==> config.mk <==
export PLATFORM = sky130hd
export DESIGN_NAME = ifetch_flat
export DESIGN_NICKNAME = d
export VERILOG_FILES = /design/src/rtl/ifetch_if.sv /design/src/rtl/ifetch.sv /design/src/flat_wrapper.sv
export SDC_FILE = /design/constraint.sdc
export NUM_CORES = 1
export LEC_CHECK = 0
export BUFFER_PORTS_ARGS = -buffer_cell sky130_fd_sc_hd__buf_2
export CAP_MARGIN = 15
export CORE_MARGIN = 3
export CORE_UTILIZATION = 53
export DETAILED_ROUTE_END_ITERATION = 8
export HOLD_SLACK_MARGIN = 0.03
export MAX_ROUTING_LAYER = met4
export PLACE_DENSITY = 0.81
export SLEW_MARGIN = 25
export SYNTH_ARGS = -nofsm -noshare
export SYNTH_HDL_FRONTEND = slang
export SYNTH_SLANG_ARGS = --single-unit
==> constraint.sdc <==
create_clock -name clk -period 4.7 [get_ports clk]
set_input_delay 0.47 -clock clk [delete_from_list [all_inputs] [get_ports clk]]
set_output_delay 0.47 -clock clk [all_outputs]
set_load 0.02 [all_outputs]
==> src/rtl/ifetch_if.sv <==
// Instruction-memory request/response port between the fetch stage and imem.
// The fetch stage drives req/addr; memory answers with ready/rdata.
interface ifetch_if;
   logic        imem_req;
   logic [31:0] imem_addr;
   logic        imem_ready;
   logic [31:0] imem_rdata;

   modport master (output imem_req, output imem_addr, input imem_ready, input imem_rdata);
   modport slave  (input imem_req, input imem_addr, output imem_ready, output imem_rdata);
endinterface

==> src/rtl/ifetch.sv <==
// Instruction-fetch stage: computes npc, drives the imem port and owns IF/ID.
// Stall, redirect and variable memory latency are resolved here.
module ifetch #(
   parameter logic [31:0] RESET_PC = 32'h0000_0000,
   parameter logic [31:0] NOP_INST = 32'h0000_0013
) (
   input  logic            clk,
   input  logic            reset,
   input  logic [31:0]     pc,
   output logic [31:0]     npc,
   input  logic            stall,
   input  logic            redirect_valid,
   input  logic [31:0]     redirect_pc,
   ifetch_if.master        imem,
   output logic            ifid_valid,
   output logic [31:0]     ifid_pc,
   output logic [31:0]     ifid_inst,
   output logic [31:0]     ifid_pc4
);

   localparam int unsigned XLEN = 32;
   localparam logic [XLEN-1:0] PC_STEP = XLEN'(4);

   typedef enum logic [1:0] {
      S_IDLE = 2'd0,
      S_BUSY = 2'd1,
      S_KILL = 2'd2,
      S_FULL = 2'd3
   } state_e;

   state_e           state_q, state_d;
   logic [XLEN-1:0]  addr_q, addr_d;
   logic [XLEN-1:0]  buf_q, buf_d;
   logic             ifid_valid_q, ifid_valid_d;
   logic [XLEN-1:0]  ifid_pc_q, ifid_pc_d;
   logic [XLEN-1:0]  ifid_inst_q, ifid_inst_d;
   logic [XLEN-1:0]  ifid_pc4_q, ifid_pc4_d;

   logic             stalled;
   logic             req;
   logic             fire;
   logic             deliver;
   logic [XLEN-1:0]  del_pc;
   logic [XLEN-1:0]  del_inst;
   logic             unused_redirect_lsb;

   assign unused_redirect_lsb = ^redirect_pc[1:0];

   // Request generation: IF/ID "occupied" means a valid entry decode refuses to take.
   always_comb begin
      stalled = stall && ifid_valid_q;
      req     = 1'b0;
      if (!reset) begin
         case (state_q)
            S_BUSY, S_KILL: req = 1'b1;
            S_IDLE:         req = !redirect_valid && !stalled;
            default:        req = 1'b0;
         endcase
      end
      fire = req && imem.imem_ready;
   end

   assign imem.imem_req  = req;
   assign imem.imem_addr = (state_q == S_IDLE) ? pc : addr_q;

   // State register
   always_ff @(posedge clk) begin
      if (reset) state_q <= S_IDLE;
      else       state_q <= state_d;
   end

   // Next-state logic; redirect takes precedence over normal progress
   always_comb begin
      state_d = state_q;
      if (redirect_valid) begin
         case (state_q)
            S_BUSY:  state_d = imem.imem_ready ? S_IDLE : S_KILL;
            S_KILL:  state_d = imem.imem_ready ? S_IDLE : S_KILL;
            default: state_d = S_IDLE;
         endcase
      end else begin
         case (state_q)
            S_IDLE:  if (req && !imem.imem_ready) state_d = S_BUSY;
            S_BUSY:  if (imem.imem_ready) state_d = stalled ? S_FULL : S_IDLE;
            S_FULL:  if (!stalled) state_d = S_IDLE;
            S_KILL:  if (imem.imem_ready) state_d = S_IDLE;
            default: state_d = S_IDLE;
         endcase
      end
   end

   // Output logic: npc, deliver selection, address latch and skid buffer
   always_comb begin
      npc      = pc;
      deliver  = 1'b0;
      del_pc   = addr_q;
      del_inst = imem.imem_rdata;
      addr_d   = addr_q;
      buf_d    = buf_q;
      if (reset) begin
         npc = RESET_PC;
      end else if (redirect_valid) begin
         npc = {redirect_pc[XLEN-1:2], 2'b00};
      end else begin
         case (state_q)
            S_IDLE: begin
               if (fire) begin
                  deliver = 1'b1;
                  del_pc  = pc;
               end else if (req) begin
                  addr_d = pc;
               end
            end
            S_BUSY: begin
               if (imem.imem_ready && !stalled) deliver = 1'b1;
               else if (imem.imem_ready)        buf_d   = imem.imem_rdata;
            end
            S_FULL: begin
               if (!stalled) begin
                  deliver  = 1'b1;
                  del_inst = buf_q;
               end
            end
            default: ;
         endcase
         if (deliver) npc = pc + PC_STEP;
      end
   end

   // IF/ID next value: flush on redirect, load on deliver, bubble when free
   always_comb begin
      ifid_valid_d = ifid_valid_q;
      ifid_pc_d    = ifid_pc_q;
      ifid_inst_d  = ifid_inst_q;
      ifid_pc4_d   = ifid_pc4_q;
      if (redirect_valid) begin
         ifid_valid_d = 1'b0;
         ifid_inst_d  = NOP_INST;
      end else if (deliver) begin
         ifid_valid_d = 1'b1;
         ifid_pc_d    = del_pc;
         ifid_inst_d  = del_inst;
         ifid_pc4_d   = del_pc + PC_STEP;
      end else if (!stalled) begin
         ifid_valid_d = 1'b0;
         ifid_inst_d  = NOP_INST;
      end
   end

   always_ff @(posedge clk) begin
      if (reset) begin
         addr_q       <= '0;
         buf_q        <= '0;
         ifid_valid_q <= 1'b0;
         ifid_pc_q    <= '0;
         ifid_inst_q  <= NOP_INST;
         ifid_pc4_q   <= '0;
      end else begin
         addr_q       <= addr_d;
         buf_q        <= buf_d;
         ifid_valid_q <= ifid_valid_d;
         ifid_pc_q    <= ifid_pc_d;
         ifid_inst_q  <= ifid_inst_d;
         ifid_pc4_q   <= ifid_pc4_d;
      end
   end

   assign ifid_valid = ifid_valid_q;
   assign ifid_pc    = ifid_pc_q;
   assign ifid_inst  = ifid_inst_q;
   assign ifid_pc4   = ifid_pc4_q;

endmodule
==> src/flat_wrapper.sv <==
// flat-port wrapper written by rule: the top's interface ports become plain ports
module ifetch_flat 
#(
   parameter logic [31:0] RESET_PC = 32'h0000_0000,
   parameter logic [31:0] NOP_INST = 32'h0000_0013
)
  (clk, reset, pc, npc, stall, redirect_valid, redirect_pc, ifid_valid, ifid_pc, ifid_inst, ifid_pc4, imem_imem_req, imem_imem_addr, imem_imem_ready, imem_imem_rdata);
  ifetch_if imem_i ();
  input  logic clk;
  input  logic reset;
  input  logic [31:0] pc;
  output logic [31:0] npc;
  input  logic stall;
  input  logic redirect_valid;
  input  logic [31:0] redirect_pc;
  output logic ifid_valid;
  output logic [31:0] ifid_pc;
  output logic [31:0] ifid_inst;
  output logic [31:0] ifid_pc4;
  output wire logic [$bits(imem_i.imem_req)-1:0] imem_imem_req;
  output wire logic [$bits(imem_i.imem_addr)-1:0] imem_imem_addr;
  input wire logic [$bits(imem_i.imem_ready)-1:0] imem_imem_ready;
  input wire logic [$bits(imem_i.imem_rdata)-1:0] imem_imem_rdata;
  assign imem_imem_req = imem_i.imem_req;
  assign imem_imem_addr = imem_i.imem_addr;
  assign imem_i.imem_ready = imem_imem_ready;
  assign imem_i.imem_rdata = imem_imem_rdata;
  ifetch #(.RESET_PC(RESET_PC), .NOP_INST(NOP_INST)) u_core (.clk(clk), .reset(reset), .pc(pc), .npc(npc), .stall(stall), .redirect_valid(redirect_valid), .redirect_pc(redirect_pc), .imem(imem_i), .ifid_valid(ifid_valid), .ifid_pc(ifid_pc), .ifid_inst(ifid_inst), .ifid_pc4(ifid_pc4));
endmodule
## Word-level counts from Yosys, hierarchy flattened

Index checks and enable logic that the tools add are counted.
Widths: inputs -> output; s select.

- Input port bits: 101
- Bits in registers: 163
- Output and inout bits: 162
- Word-level logic and storage cells: 68

- Eq/ne operators: 8
- Add/subtract/negate cells: 2
- Bitwise operators: 3
- Multiplexer cells: 33
- Reductions and logical operators: 15

Operators by type and width:

| kind | count |
|---|---|
| $mux 32 | 12 |
| $add 32x3->32 const B | 2 |
| $mux 2 | 8 |
| $ne 3x3->1 const B | 4 |
| $reduce_and 4->1 | 3 |
| $mux 1 | 10 |
| $pmux 2 s4 | 1 |
| $logic_and 1x1->1 | 5 |
| $eq 2x2->1 const B | 2 |
| $reduce_or 2->1 | 2 |
| $logic_not 1->1 | 3 |
| $not 1->1 | 3 |
| $pmux 1 s3 | 1 |
| $eq 2x1->1 const B | 1 |
| $logic_not 2->1 | 1 |
| $ne 2x2->1 const B | 1 |
| $pmux 1 s2 | 1 |
| $reduce_and 2->1 | 1 |

## Logic depth before layout (Yosys ltp)

- Word-level depth: 13
- Gate-level depth with buffers: 18

## Worst setup path after synthesis

No wires, ideal clock.

- Path kind: in2reg
- From: input port reset
- To: register u_core.ifid_pc4_q[24] (netlist: u_core.ifid_pc4[24])
- Arrival time: 3504 ps
- Cell stages on the path: 16
- Setup slack: 1078 ps
- Required time: 4583 ps
- Cells stage by stage: buf_2 > nor3b_2 > and3_1 > buf_2 > buf_2 > buf_2 > nand2_1 > nand2_1 > ha_1 > clkbuf_1 > inv_1 > nor4_1 > mux2i_1 > nor4_1 > nor2_1 > a32o_1

- Elaborated cells on any way between the ends: 14
- Those cells by class: add/sub (1); mux (11); reduce/logical (2)

RTL lines:

| what | RTL line | text |
|---|---|---|
| start: declaration | flat_wrapper.sv:10 | `input logic reset;` |
| $mux 1 | ifetch.sv:53 | `if (!reset) begin` |
| $logic_and 1x1->1 | ifetch.sv:60 | `fire = req && imem.imem_ready;` |
| $mux 32 | ifetch.sv:107 | `if (fire) begin` |
| $mux 32 | ifetch.sv:105 | `case (state_q)` |
| $mux 32 | ifetch.sv:102 | `end else if (redirect_valid) begin` |
| $mux 32 * | ifetch.sv:100 | `if (reset) begin` |
| net u_core.del_pc[3] | ifetch.sv:43 | `logic [XLEN-1:0] del_pc;` |
| $add 32x3->32 * | ifetch.sv:143 | `ifid_pc4_d = del_pc + PC_STEP;` |
| end signal: assignment | ifetch.sv:164 | `ifid_pc4_q <= ifid_pc4_d;` |
| end: declaration | ifetch.sv:37 | `logic [XLEN-1:0] ifid_pc4_q, ifid_pc4_d;` |

The timed path passes the listed nets; every way through them passes the cells marked *. The select of a mux whose other input is x is not followed.
A chain may end at the register's enable or synchronous reset.

## Final worst setup path

- From: register u_core.state_q[0]
- To: output port npc[3]

- Word-level cells in the longest chain between the ends: 12
- Elaborated cells on any way between the ends: 15
- Those cells by class: eq/ne (3); mux (9); reduce/logical (3)

RTL lines:

| what | RTL line | text |
|---|---|---|
| start: declaration | ifetch.sv:31 | `state_e state_q, state_d;` |
| start signal: assignment | ifetch.sv:69 | `else state_q <= state_d;` |
| $eq 2x2->1 / $eq 2x1->1 (equally long branches) | ifetch.sv:54, ifetch.sv:105 |  |
| $reduce_or 2->1 (no source line) | - |  |
| $pmux 1 s2 | ifetch.sv:54 | `case (state_q)` |
| $mux 1 | ifetch.sv:53 |  |
| $logic_and 1x1->1 | ifetch.sv:60 |  |
| $mux 1 | ifetch.sv:107 |  |
| $pmux 1 s3 * | ifetch.sv:105 |  |
| $mux 1 * | ifetch.sv:102 |  |
| $mux 1 * | ifetch.sv:100 |  |
| $mux 32 * | ifetch.sv:126 | `if (deliver) npc = pc + PC_STEP;` |
| $mux 32 * | ifetch.sv:102 |  |
| $mux 32 * | ifetch.sv:100 |  |
| end: declaration | flat_wrapper.sv:12 | `output logic [31:0] npc;` |

Every way passes the cells marked *; elsewhere a longest branch is shown, timed or not. The select of a mux whose other input is x is not followed.

==> results by group <==
Run status
  • Result of the run: completed

Clock network
  • # H-tree levels: 4
  • TritonCTS clock tree: yes
  • TritonCTS buffer count: 17
  • Post-CTS Hold Buffers: 0
  • Clock tree root driver cell: clkbuf_16
  • Buffers from clock root to sink, at most: 2
  • Number of resized instances in the post-cts repair step: 0
  • Total clock sinks: 161
  • Clock insertion delay at the later pin of the skew report: 0.43 ns
  • CTS clk-pin slew, worst paths: 0.07 ns
  • Post-CTS Repair Setup Buffers: 0

STA
  • Sum of negative setup slack: 0 ns
  • Relative max-transition margin: 36.9%
  • Setup Viol. Count Final: 0
  • Hold Violations, Final: 0
  • Share of the cycle needed by the critical path after routing: 81.8%
  • Maximum clock skew at final layout: 0.00793 ns
  • Peak Freq: 260 MHz
  • Count of final max-slew check failures: 0
  • Final critical-path required period: 3.85 ns
  • Unrepaired setup endpoints after global routing: no
  • Actual transition at the worst max-transition pin: 0.945 ns
  • Worst setup margin: 0.854 ns

Worst hold path
  • Worst Hold Path EP: u_core.buf_q[23]
  • Hold crit path type: in2reg
  • Launch instance of the worst min-delay path: imem_imem_rdata[23]
  • Number of cells on the worst hold path: 3

Synth
  • Library cells used by synthesis: 75
  • Part of the Yosys area used for sequential elements: 35.2%
  • Average cell area after synthesis: 7.97 um2
  • Yosys synthesis warning count: 0
  • Async set-reset flop share out of synthesis: 0%
  • Number of nets in the synthesized netlist: 1255
  • Flip-flop and latch count after synthesis: 161
  • Most instantiated flip-flop cell in the synthesis netlist: dfxtp_1
  • Number of synthesized flops with an enable pin: 0
  • Post-Synthesis Cell Area: 9150 um2
  • Number of instances in the synthesized netlist: 1148

GRT
  • First-pass GRT wire length: 46000 um
  • GRT Overall Usage: 32.1%
  • Vias in the first global route: 8405
  • Antenna violations before repair: 2
  • Total global routing overflow: 0
  • Most used routing layer in global routing: met2
  • Met1 Resource Use GR: 42.8%
  • Met2 Track Usage GR: 47.6%
  • Met3 routing resource usage after global routing: 7.16%
  • Maximum number of pins on one net before global-route repair: 75

Routing
  • Remaining antenna violation count: 0
  • Total Wirelength: 30500 um
  • Detailed-route DRC error count: 0
  • Iter 0 DRT Violations: 1001
  • First-pass iteration count of the detailed router: 6
  • Number of vias in the routed layout: 9340
  • WL/cell: 19.4 um
  • Number of vias per cell after detailed routing: 5.96

Critical path
  • Peak per-stage delay on the critical path: 0.66 ns
  • Startpoint type of the worst setup path: register
  • Worst Path Max Fanout: 28
  • Crit. End Element: output pin
  • Cell with the biggest individual delay on the critical path: nor2_2
  • Worst-path cell chain: ha_1 -> nor3b_2 -> nand2_1 -> o22a_2 -> buf_4 -> nor2_2 -> nand2_1 -> a311oi_1 -> buf_2
  • Worst flop-to-flop path startpoint: u_core.state_q[0]
  • Cell mode on critical path: nand2_1
  • Slack of the worst reg-to-reg path: 0.92 ns
  • Category of the critical setup timing path: reg2out
  • Signal arrival time at the worst endpoint: 3.38 ns
  • Worst-case reg-to-reg path depth: 13
  • Required time worst endpoint: 4.23 ns
  • Reg-to-reg endpoint: u_core.ifid_pc4[24]

Pwr
  • Leakage: 0.00430 uW
  • Total power after layout: 3480 uW
  • Cell area power density: 317 nW/um2
  • Worst IR Drop VDD: 271 uV

Placed design
  • Detailed Place HPWL: 21300 um
  • Instance area after placement: 10300 um2
  • Port buffer count: 260
  • Placer Congestion: 1.00
  • Cell count after placement: 1534
  • Worst setup slack before clock tree synthesis: 1.06 ns

Layout
  • Cell area after layout: 11000 um2
  • Net total in the final layout: 1440
  • Filler Cells Inserted: 1475
  • Signed area change from the synthesized netlist to the final layout: 20.0%
  • Fraction of final layout cells sized beyond drive strength 1: 30.1%
  • Layout Cells excl Fill: 1568
  • Most used cells in the layout excluding fill and tap cells: buf_2 (259), nand2_1 (204), dfxtp_1 (161), nor2_1 (96), a21oi_1 (86)
  • Most frequent standard cell in the layout excluding fill and tap cells: buf_2

Floorplan
  • Number of core rows: 47
  • Die Span Y: 137 um
  • Die Wd: 137 um
  • Number of placed I/O pins: 263
  • Overall die area: 18900 um2
  • Core outline area: 16800 um2
  • Initial core utilization: 54.6%

Flow run
  • Max-capacitance violation count: 0
## registers in the layout, indices dropped and copies added, names as in the netlist
register           count
u_core.addr_q         32
u_core.buf_q          32
u_core.ifid_inst      32
u_core.ifid_pc        32
u_core.ifid_pc4       30
u_core.ifid_valid      1
u_core.state_q         2
## cell usage after synthesis, types with 3 or more instances
master	number	area share, %
nor2_1	99	4.1
nor4_1	15	1.0
a31oi_1	5	0.34
nor3b_1	4	0.33
dfxtp_1	161	35
ha_1	6	0.82
o211ai_1	9	0.74
o21ai_0	34	1.9
a22oi_1	29	2.4
xor2_1	18	1.7
and4_1	5	0.48
nand3_1	54	3.0
and3_1	10	0.68
a2111oi_0	3	0.29
buf_4	7	0.57
a2111oi_2	3	0.49
clkbuf_1	70	2.9
buf_6	4	0.49
a311oi_1	14	1.3
a21oi_1	86	4.7
inv_1	15	0.62
buf_2	10	0.55
mux2i_1	25	2.7
nand4_1	21	1.4
or3_1	5	0.34
nor3_1	15	0.82
a211oi_1	34	2.8
nor2b_1	5	0.34
clkbuf_8	6	0.90
xnor2_1	34	3.3
nand2_1	204	8.4
buf_1	11	0.45
and2_1	7	0.48
mux2_2	66	8.1
o211a_1	4	0.44
## layout make-up
| cell class | instances | area (um2) | share of cell area (%) |
|---|---|---|---|
| tap | 220 | 275 | 2.51 |
| sequential | 161 | 3220 | 29.3 |
| clock inverter | 14 | 195 | 1.78 |
| multi-input combinational | 859 | 5330 | 48.5 |
| antenna | 2 | 5.00 | 0.0456 |
| inverter | 17 | 63.8 | 0.581 |
| timing repair buffer | 277 | 1450 | 13.2 |
| clock buffer | 18 | 439 | 4.00 |
## worst max-delay path by stage
| stage | from | to | slack, ns | cells after the start |
|---|---|---|---|---|
| global route | u_core.state_q[0] | npc[3] | 0.66 | 10 |
| floorplan | reset | u_core.ifid_pc4[24] | 1.08 | 16 |
| finish | u_core.state_q[0] | npc[3] | 0.85 | 9 |
| CTS | u_core.state_q[0] | npc[3] | 0.91 | 10 |
| detailed placement | u_core.state_q[0] | u_core.ifid_pc4[30] | 1.06 | 13 |
| global placement | redirect_valid | u_core.ifid_pc4[24] | 1.16 | 12 |
## critical path: cells and delay by family (launching register included)
| kind | cells | cell delay, ns |
|---|---|---|
| simple gates | 4 | 1.32 |
| compound gates | 2 | 0.51 |
| flops | 1 | 0.34 |
| fa+ha+maj | 1 | 0.30 |
| buf+inv | 2 | 0.46 |
## stage by stage
stage | utilization, % | hold slack, ns
2_1_floorplan | - | 0.431
3_3_place_gp | 61.5 | 0.438
3_5_place_dp | 61.7 | 0.445
4_1_cts | 65.5 | 0.273
5_1_grt | 65.5 | 0.284
6_report | 65.5 | 0.281
## layer usage
layer	share of wire (%)	vias up
li1	-	4434
met2	45	477
met5	0	-
met1	42	4365
met4	2.9	0
met3	9.4	64
## report_power, final
group	internal (uW)	total [uW]	switching [uW]	leakage, uW
Clock	871	1510	635	0.000306
Combinational	199	566	368	0.00270
Sequential	1390	1410	21.2	0.00130
Total	2460	3480	1020	0.00430
## logic make-up (layout without fill, tap and decap cells)
family | count (synthesis) | after routing | share of synthesized area, %
simple gates | 467 | 467 | 23.9
compound gates | 243 | 243 | 17.4
flops | 161 | 161 | 35.2
fa+ha+maj | 6 | 6 | 0.820
buf+inv | 128 | 326 | 6.80
mux | 91 | 91 | 10.9
other cells | 0 | 2 | 0
xor+xnor | 52 | 52 | 4.98
Power figures use the tool's default switching activity.
